[config.mk]
export PLATFORM = sky130hd
export DESIGN_NAME = down_counter_flat
export DESIGN_NICKNAME = d
export VERILOG_FILES = /design/src/rtl/down_counter_pkg.sv /design/src/rtl/down_counter_if.sv /design/src/rtl/sat_counter.sv /design/src/rtl/down_counter.sv /design/src/flat_wrapper.sv
export SDC_FILE = /design/constraint.sdc
export NUM_CORES = 1
export LEC_CHECK = 0
export ABC_CLOCK_PERIOD_IN_PS = 2150
export CAP_MARGIN = 20
export CORE_MARGIN = 2
export CORE_UTILIZATION = 49
export CTS_CLUSTER_SIZE = 12
export DETAILED_ROUTE_END_ITERATION = 6
export GPL_TIMING_DRIVEN = 0
export PLACE_DENSITY = 0.86
export SKIP_CTS_REPAIR_TIMING = 1
export SYNTH_ARGS = -nofsm -noshare
export SYNTH_HDL_FRONTEND = slang
export SYNTH_SLANG_ARGS = --single-unit
[constraint.sdc]
create_clock -name clk -period 2.15 [get_ports clk]
set_input_delay 0.43 -clock clk [delete_from_list [all_inputs] [get_ports clk]]
set_output_delay 0.43 -clock clk [all_outputs]
set_load 0.01 [all_outputs]
[src/rtl/down_counter_pkg.sv]
// Shared types and default widths for the down-counter and its up-counter sibling.
// The state encoding is fixed; the unused code 2'b11 is treated as IDLE.
package down_counter_pkg;

  localparam int COUNT_W_DEF = 4;
  localparam int WRAP_W_DEF  = 8;

  typedef enum logic [1:0] {
    IDLE    = 2'b00,
    RUN     = 2'b01,
    EXPIRED = 2'b10
  } state_t;

  function automatic state_t decode_state(input logic [1:0] raw);
    case (raw)
      2'b01:   return RUN;
      2'b10:   return EXPIRED;
      default: return IDLE;
    endcase
  endfunction

endpackage

[src/rtl/down_counter_if.sv]
// Control and status bundle between a down-counter and whatever drives it.
// master drives the strobes; slave is the counter itself.
interface down_counter_if #(
  parameter int WIDTH  = down_counter_pkg::COUNT_W_DEF,
  parameter int WRAP_W = down_counter_pkg::WRAP_W_DEF
);
  logic              enable;
  logic              load;
  logic [WIDTH-1:0]  load_value;
  logic              reload_en;
  logic [WIDTH-1:0]  count;
  logic              zero;
  logic              tc_pulse;
  logic              running;
  logic [WRAP_W-1:0] wrap_cnt;

  modport master (
    output enable, load, load_value, reload_en,
    input  count, zero, tc_pulse, running, wrap_cnt
  );

  modport slave (
    input  enable, load, load_value, reload_en,
    output count, zero, tc_pulse, running, wrap_cnt
  );
endinterface

[src/rtl/sat_counter.sv]
// Saturating event counter: clr wins over inc, sticks at all-ones, one-cycle update.
// No backpressure; inc is simply ignored once saturated.
module sat_counter #(
  parameter int W = 8
) (
  input  logic         clk,
  input  logic         reset,
  input  logic         clr,
  input  logic         inc,
  output logic [W-1:0] value
);

  always_ff @(posedge clk or negedge reset) begin
    if (!reset) begin
      value <= '0;
    end else if (clr) begin
      value <= '0;
    end else if (inc && (value != '1)) begin
      value <= value + 1'b1;
    end
  end

endmodule

[src/rtl/down_counter.sv]
// Loadable down-counter with one-shot or auto-reload terminal count; all outputs registered.
// Load beats enable; the count is held in any cycle without enable, nothing is ever dropped.
module down_counter
  import down_counter_pkg::*;
#(
  parameter int WIDTH  = COUNT_W_DEF,
  parameter int WRAP_W = WRAP_W_DEF
) (
  input  logic         clk,
  input  logic         reset,
  down_counter_if.slave bus
);

  localparam logic [WIDTH-1:0] ONE = WIDTH'(1);

  state_t            state_q, state_d, cur_state;
  logic [WIDTH-1:0]  count_q, count_d;
  logic [WIDTH-1:0]  reload_q, reload_d;
  logic              tc_q, tc_d;
  logic              zero_q, run_q;
  logic              wrap_inc;
  logic [WRAP_W-1:0] wrap_value;

  always_ff @(posedge clk or negedge reset) begin
    if (!reset) begin
      state_q  <= IDLE;
      count_q  <= '0;
      reload_q <= '0;
      tc_q     <= 1'b0;
      zero_q   <= 1'b1;
      run_q    <= 1'b0;
    end else begin
      state_q  <= state_d;
      count_q  <= count_d;
      reload_q <= reload_d;
      tc_q     <= tc_d;
      zero_q   <= (count_d == '0);
      run_q    <= (state_d == RUN);
    end
  end

  always_comb begin
    cur_state = decode_state(state_q);
    state_d   = cur_state;
    count_d   = count_q;
    reload_d  = reload_q;
    tc_d      = 1'b0;
    wrap_inc  = 1'b0;

    if (bus.load) begin
      count_d  = bus.load_value;
      reload_d = bus.load_value;
      state_d  = (bus.load_value != '0) ? RUN : IDLE;
    end else if ((cur_state == RUN) && bus.enable) begin
      // RUN always holds count>=1, so the <= guard only makes the decrement wrap-proof.
      if (count_q <= ONE) begin
        tc_d = 1'b1;
        if (bus.reload_en) begin
          count_d  = reload_q;
          wrap_inc = 1'b1;
        end else begin
          count_d = '0;
          state_d = EXPIRED;
        end
      end else begin
        count_d = count_q - ONE;
      end
    end
  end

  sat_counter #(.W(WRAP_W)) u_wrap (
    .clk   (clk),
    .reset (reset),
    .clr   (bus.load),
    .inc   (wrap_inc),
    .value (wrap_value)
  );

  assign bus.count    = count_q;
  assign bus.zero     = zero_q;
  assign bus.tc_pulse = tc_q;
  assign bus.running  = run_q;
  assign bus.wrap_cnt = wrap_value;

endmodule

[src/flat_wrapper.sv]
// flat-port wrapper written by rule: the top's interface ports become plain ports
module down_counter_flat import down_counter_pkg::*;
#(
  parameter int WIDTH  = COUNT_W_DEF,
  parameter int WRAP_W = WRAP_W_DEF
)
  (clk, reset, bus_enable, bus_load, bus_load_value, bus_reload_en, bus_count, bus_zero, bus_tc_pulse, bus_running, bus_wrap_cnt);
  down_counter_if #(.WIDTH(WIDTH), .WRAP_W(WRAP_W)) bus_i ();
  input  logic clk;
  input  logic reset;
  input wire logic [$bits(bus_i.enable)-1:0] bus_enable;
  input wire logic [$bits(bus_i.load)-1:0] bus_load;
  input wire logic [$bits(bus_i.load_value)-1:0] bus_load_value;
  input wire logic [$bits(bus_i.reload_en)-1:0] bus_reload_en;
  output wire logic [$bits(bus_i.count)-1:0] bus_count;
  output wire logic [$bits(bus_i.zero)-1:0] bus_zero;
  output wire logic [$bits(bus_i.tc_pulse)-1:0] bus_tc_pulse;
  output wire logic [$bits(bus_i.running)-1:0] bus_running;
  output wire logic [$bits(bus_i.wrap_cnt)-1:0] bus_wrap_cnt;
  assign bus_i.enable = bus_enable;
  assign bus_i.load = bus_load;
  assign bus_i.load_value = bus_load_value;
  assign bus_i.reload_en = bus_reload_en;
  assign bus_count = bus_i.count;
  assign bus_zero = bus_i.zero;
  assign bus_tc_pulse = bus_i.tc_pulse;
  assign bus_running = bus_i.running;
  assign bus_wrap_cnt = bus_i.wrap_cnt;
  down_counter #(.WIDTH(WIDTH), .WRAP_W(WRAP_W)) u_core (.clk(clk), .reset(reset), .bus(bus_i));
endmodule
Word-level counts from Yosys, hierarchy flattened
Index checks and enable logic that the tools add are counted.

Register bits: 21. Input port bits: 9. Output and inout bits: 15. Word-level logic and storage cells: 39.

Add/sub/neg operators: 2. Magnitude comparators: 1. Equal/unequal tests: 5. Multiplexer cells: 19. Reductions and logical operators: 5.

Operators by type and width (number): $mux W4 (4); $mux W8 (2); $add A8 B1 Y8 const B (1); $mux W1 (8); $mux W2 (4); $ne A8 B8 Y1 const B (1); $eq A2 B1 Y1 const B (3); $le A4 B1 Y1 const B (1); $logic_not A4 Y1 (1); $pmux W2 S2 (1); $reduce_bool A4 Y1 (1); $sub A4 B1 Y4 const B (1); $eq A2 B2 Y1 const B (1); $logic_and A1 B1 Y1 (2); $reduce_bool A2 Y1 (1).

Depth between registers and ports, before layout
Depth in word-level cells: 9. Depth in mapped cells: 7.

Cells and area by module
A second synthesis with hierarchy kept.

Cell total of the unflattened synthesis: 112. Area total of the unflattened synthesis: 1123.6 um^2.

By module, submodules not included: down_counter (instances 1, cells each 63, area each 659.4 um^2, sequential area each 326.6 um^2); sat_counter (instances 1, cells each 49, area each 464.2 um^2, sequential area each 200.2 um^2).

Least setup slack after synthesis
Ideal clock, no wire load.

Kind: input port to flip-flop. Start point: input bus_load. End point: register u_core.u_wrap.value[6]. Library setup time: 0.078 ns. Data arrival time: 1.635 ns. Data required time: 2.072 ns. Slack: 0.437 ns. Stages on the path: 5. Buffers on the path: 1. Path through: buf_6 and4bb_4 nand4b_4 or4_1 a21oi_1.

Word-level cells in the longest chain between the ends: 3. Elaborated cells between the ends (all ways): 4.

Ends and longest elaborated chain: start, declared (RTL line flat_wrapper.sv:12) `input wire logic [$bits(bus_i.load)-1:0] bus_load;`; $mux W1 (RTL line down_counter.sv:50) `if (bus.load) begin`; $logic_and A1 B1 Y1 (RTL line sat_counter.sv:18) `end else if (inc && (value != '1)) begin`; $reduce_bool A2 Y1 (no line); end signal, assigned (RTL line sat_counter.sv:19) `value <= value + 1'b1;`; end, declared (RTL line sat_counter.sv:10) `output logic [W-1:0] value`.

Parallel ways exist; a longest one is shown, timed or not. A chain may end at the register's enable or synchronous reset.

Final worst setup path
Start point: register u_core.count_q[0] (netlist: u_core.bus.count[0]). End point: register u_core.zero_q (netlist: u_core.bus.zero).

Word-level cells in the longest chain between the ends: 5. Elaborated cells between the ends (all ways): 6.

Ends and longest elaborated chain: start, declared (RTL line down_counter.sv:17) `logic [WIDTH-1:0] count_q, count_d;`; start signal, assigned (RTL line down_counter.sv:34) `count_q <= count_d;`; $sub A4 B1 Y4 or $le A4 B1 Y1 (tied branches) (RTL line down_counter.sv:66, down_counter.sv:56); $mux W4 (RTL line down_counter.sv:56) `if (count_q <= ONE) begin`; $mux W4 (*) (RTL line down_counter.sv:54) `end else if ((cur_state == RUN) && bus.enable) begin`; $mux W4 (*) (RTL line down_counter.sv:50); via u_core.count_d[0] (RTL line down_counter.sv:17); $logic_not A4 Y1 (*) (RTL line down_counter.sv:37) `zero_q <= (count_d == '0);`; end signal, assigned (RTL line down_counter.sv:37); end, declared (RTL line down_counter.sv:20) `logic zero_q, run_q;`.

Mark *: on every way through the listed nets, which the timed path passes. The rest lies on a longest branch.

==> tab_implementation.tex <==
\begin{tabular}{lr}
\hline
Metric & Value \\
\hline
\multicolumn{2}{l}{\textbf{Outcome}} \\
Status & finished, final reports clean \\
\multicolumn{2}{l}{\textbf{STA}} \\
Worst rel slew slack & 39.7\% \\
Number of max-slew violations in the final report & 0 \\
Unrepaired setup endpoints after global routing & no \\
Worst Max-Slew Pin Slew & 901 ps \\
Number of failing hold endpoints at the final stage & 0 \\
Fraction of the cycle the final worst path needs & approximately 93\% \\
Min Clock Period, post-route & 2000 ps \\
Final setup skew & $\sim$9 ps \\
Hold WS & 423 ps \\
Number of setup violations in the final report & 0 \\
Max frequency & 501 MHz \\
Setup slack of the critical path after layout & about 150 ps \\
Setup TNS after final layout & 0 ps \\
\multicolumn{2}{l}{\textbf{Worst setup path}} \\
Launching element type of the critical path & flop \\
Crit path max-delay family & simple AND/OR/NAND/NOR gates \\
Arrival time worst endpoint & 2220 ps \\
Endpoint type of the worst setup path & flop \\
Startpoint-to-endpoint class of the critical path & flop to flop \\
Highest fanout seen on the critical path & 5 \\
Required arrival time at the worst endpoint & approximately 2400 ps \\
Critical Path Max Stage Delay & 450 ps \\
Crit-path slowest cell & sky130\_fd\_sc\_hd\_\_dfrtp\_1 \\
Worst path bufs/invs & 1 \\
Cell-by-cell trace of the critical path & inv\_1, ha\_1, nor2\_1, nor3\_2, a311oi\_1, o31ai\_1, nor4\_1 \\
\multicolumn{2}{l}{\textbf{Logic synthesis}} \\
Cell area after synthesis & 1130 um2 \\
Post-synthesis net count & around 120 \\
Cell count after synthesis & roughly 110 \\
Post-synthesis cell type count & 39 \\
Per-instance average area after synthesis & 10.2 um2 \\
Flip-flop and latch count after synthesis & 21 \\
Warnings from Yosys & 0 \\
Post-synthesis sequential area ratio & 46.6\% \\
\multicolumn{2}{l}{\textbf{Finish}} \\
Area of all sequential standard cells & 527 um2 \\
Post-route cell area & 1400 um2 \\
Area grow syn2layout & 24.1\% \\
Final design utilization & 64.0\% \\
Final-layout fill cell count & 168 \\
Most used cells in the layout excluding fill and tap cells & 21 x sky130\_fd\_sc\_hd\_\_clkdlybuf4s50\_1, 20 x sky130\_fd\_sc\_hd\_\_dfrtp\_1, 12 x sky130\_fd\_sc\_hd\_\_a21oi\_1 \\
Net count of the finished layout & about 150 \\
Layout cell share with drive strength beyond 1 & 11.8\% \\
Most common library cell in the layout ignoring fill and taps & sky130\_fd\_sc\_hd\_\_clkdlybuf4s50\_1 \\
Number of antenna diodes & 0 \\
Footprint of the multi-input gates & 557 um2 \\
\multicolumn{2}{l}{\textbf{Global route}} \\
Vias in the first global route & 896 \\
Global route total overflow & 0 \\
Layer with the highest usage after global routing & met2 \\
Met1 usage in global routing & 28.5\% \\
Met3 Resource Use GR & 2.59\% \\
First-pass GRT wire length & around 4200 um \\
Pin count of the biggest net entering global routing & 22 \\
GR Layer Usage met2 & 33.1\% \\
Initial antenna violation count & 0 \\
Global routing usage summed across all routing layers & 20.6\% \\
\multicolumn{2}{l}{\textbf{Clock tree}} \\
Clock latency of the later-clocked register in the worst-skew pair & 300 ps \\
CTS root buffer & sky130\_fd\_sc\_hd\_\_clkbuf\_4 \\
TritonCTS clock tree & built \\
Clock input transition at the sequential cells of the worst setup and hold paths & 120 ps \\
Inserted Clock Buffers & 3 \\
CTS sink count & 21 \\
Deepest level of the CTS H-tree & 1 \\
Max clock buf depth & 2 \\
\multicolumn{2}{l}{\textbf{Die}} \\
Chip Height & 52.0 um \\
Core area & 2190 um2 \\
Overall die area & 2710 um2 \\
Starting density of the core & 51.6\% \\
Number of top-level pins & 24 \\
Row count & 17 \\
Die Span X & 52.0 um \\
\multicolumn{2}{l}{\textbf{Drt}} \\
Count of antenna-violating nets left after detailed routing & 0 \\
Via count & 992 \\
Vias per cell & 6.05 \\
Drt first pass iters & 5 \\
Number of design-rule violations left by the first detailed-router iteration & 55 \\
Wirelength per Cell & roughly 15 um \\
Total wire length after detailed routing & 2460 um \\
Post-detailed-route DRC marker count & 0 \\
\multicolumn{2}{l}{\textbf{Power and ir drop}} \\
Fraction of power consumed by combinational cells & 21.8\% \\
Leakage power figure & 0.546 nW \\
Flop pwr share & 54.8\% \\
Internal power contribution & 573 uW \\
Worst-case vdd ir drop & 507 uV \\
Clock power share & 23.4\% \\
Sw Share & 29.4\% \\
Switching Power & 239 uW \\
Power per standard cell area & 579 nW/um2 \\
\multicolumn{2}{l}{\textbf{Min path}} \\
Path type of the worst min-delay path & primary input to flop \\
\multicolumn{2}{l}{\textbf{Run}} \\
Count of maximum capacitance violations & 0 \\
\multicolumn{2}{l}{\textbf{Place}} \\
Final weighted congestion in routability-driven placement & 0.904 \\
Placement-stage cell area & between 1000 and 1500 um2 \\
HPWL after DPL & 1870 um \\
Total of buffers placed on input and output ports & 21 \\
Setup Slack @ Placement & -6.91 ps \\
\hline
\end{tabular}
[routing by layer]
layer  vias to the layer above  routed length (um)
li1                        453                   -
met1                       479                1100
met2                        50                1150
met3                        10                 142
met4                         0                  69
met5                         -                   0
[synthesized netlist by cell type (all sizes together)]
cell / number / area (um2)
or4: 2 / 15.0
and2: 1 / 6.26
nand4: 2 / 12.5
mux2: 3 / 33.8
buf: 2 / 15.0
or2: 1 / 6.26
nor3b: 2 / 15.0
xnor2: 6 / 52.6
dfstp: 1 / 26.3
o41ai: 1 / 8.76
inv: 6 / 22.5
o32a: 1 / 10.0
a21oi: 12 / 60.1
o31a: 1 / 8.76
and3b: 1 / 8.76
o221ai: 1 / 8.76
nand2: 6 / 22.5
nor2b: 2 / 12.5
ha: 3 / 37.5
clkbuf: 2 / 8.75
nand3b: 2 / 15.0
nor3: 4 / 25.0
nand3: 4 / 20.0
o21ai: 3 / 15.0
dfrtp: 20 / 500
o31ai: 1 / 7.51
a31oi: 1 / 6.26
nor4: 4 / 31.3
and4bb: 1 / 16.3
a221o: 1 / 10.0
a311oi: 1 / 8.76
nand4b: 1 / 23.8
nor2: 11 / 48.8
mux2i: 1 / 10.0
[worst register-to-register path, stage by stage, from the launching register on]
cell and delay [ps]:
sky130_fd_sc_hd__dfrtp_1 450, sky130_fd_sc_hd__inv_1 80, sky130_fd_sc_hd__ha_1 250, sky130_fd_sc_hd__nor2_1 290, sky130_fd_sc_hd__nor3_2 110, sky130_fd_sc_hd__a311oi_1 350, sky130_fd_sc_hd__o31ai_1 140, sky130_fd_sc_hd__nor4_1 240
[cell type report]
class,instances,share of cell area [%]
Multi-Input combinational cell,80,39.7
Sequential cell,21,37.6
Timing Repair Buffer,21,15.0
Tap cell,28,2.50
Buffer,4,1.69
Clock buffer,3,1.61
Inverter,6,1.61
Clock inverter,1,0.357
[cell families after synthesis]
kind of cell | Yosys count | share of synthesized area (%)
compound gates | 23 | 12.7
xor+xnor | 6 | 4.65
fa+ha+maj | 3 | 3.32
buf+inv | 10 | 4.10
flops | 21 | 46.6
mux | 4 | 3.88
simple gates | 44 | 24.7
[registers in the layout, summed over array words and instances (netlist names)]
register	flops
u_core.state_q	2
u_core.bus.running	1
u_core.u_wrap.value	8
u_core.bus.zero	1
u_core.reload_q	4
u_core.bus.tc_pulse	1
u_core.bus.count	4
[power by group through the flow]
stage,Clock [mW],Sequential (mW),Combinational (mW)
finish,0.190,0.445,0.177
global route,0.208,0.449,0.191
CTS,0.189,0.445,0.175
detailed placement,0,0.452,0.173
global placement,0,0.450,0.168
floorplan,0,0.453,0.0965
[worst paths after layout]
kind,endpoint,slack [ps],startpoint,cells after the start
setup / recovery,u_core.bus.zero,150,u_core.bus.count[0],7
hold / removal,u_core.bus.count[1],420,bus_load,2
setup reg to reg,u_core.bus.zero,150,u_core.bus.count[0],7
hold reg to reg,u_core.reload_q[1],540,u_core.reload_q[1],1
max in group asynchronous,u_core.u_wrap.value[5],970,reset,1
min in group asynchronous,u_core.reload_q[0],620,reset,1
[metrics by stage]
step / std cells / power (mW)
after detailed placement: 160 / 0.625
after floorplan: 111 / 0.550
after global routing: 164 / 0.848
final: 164 / 0.812
after global placement: 160 / 0.617
after CTS: 164 / 0.808
(Power assumes the default switching activity.)
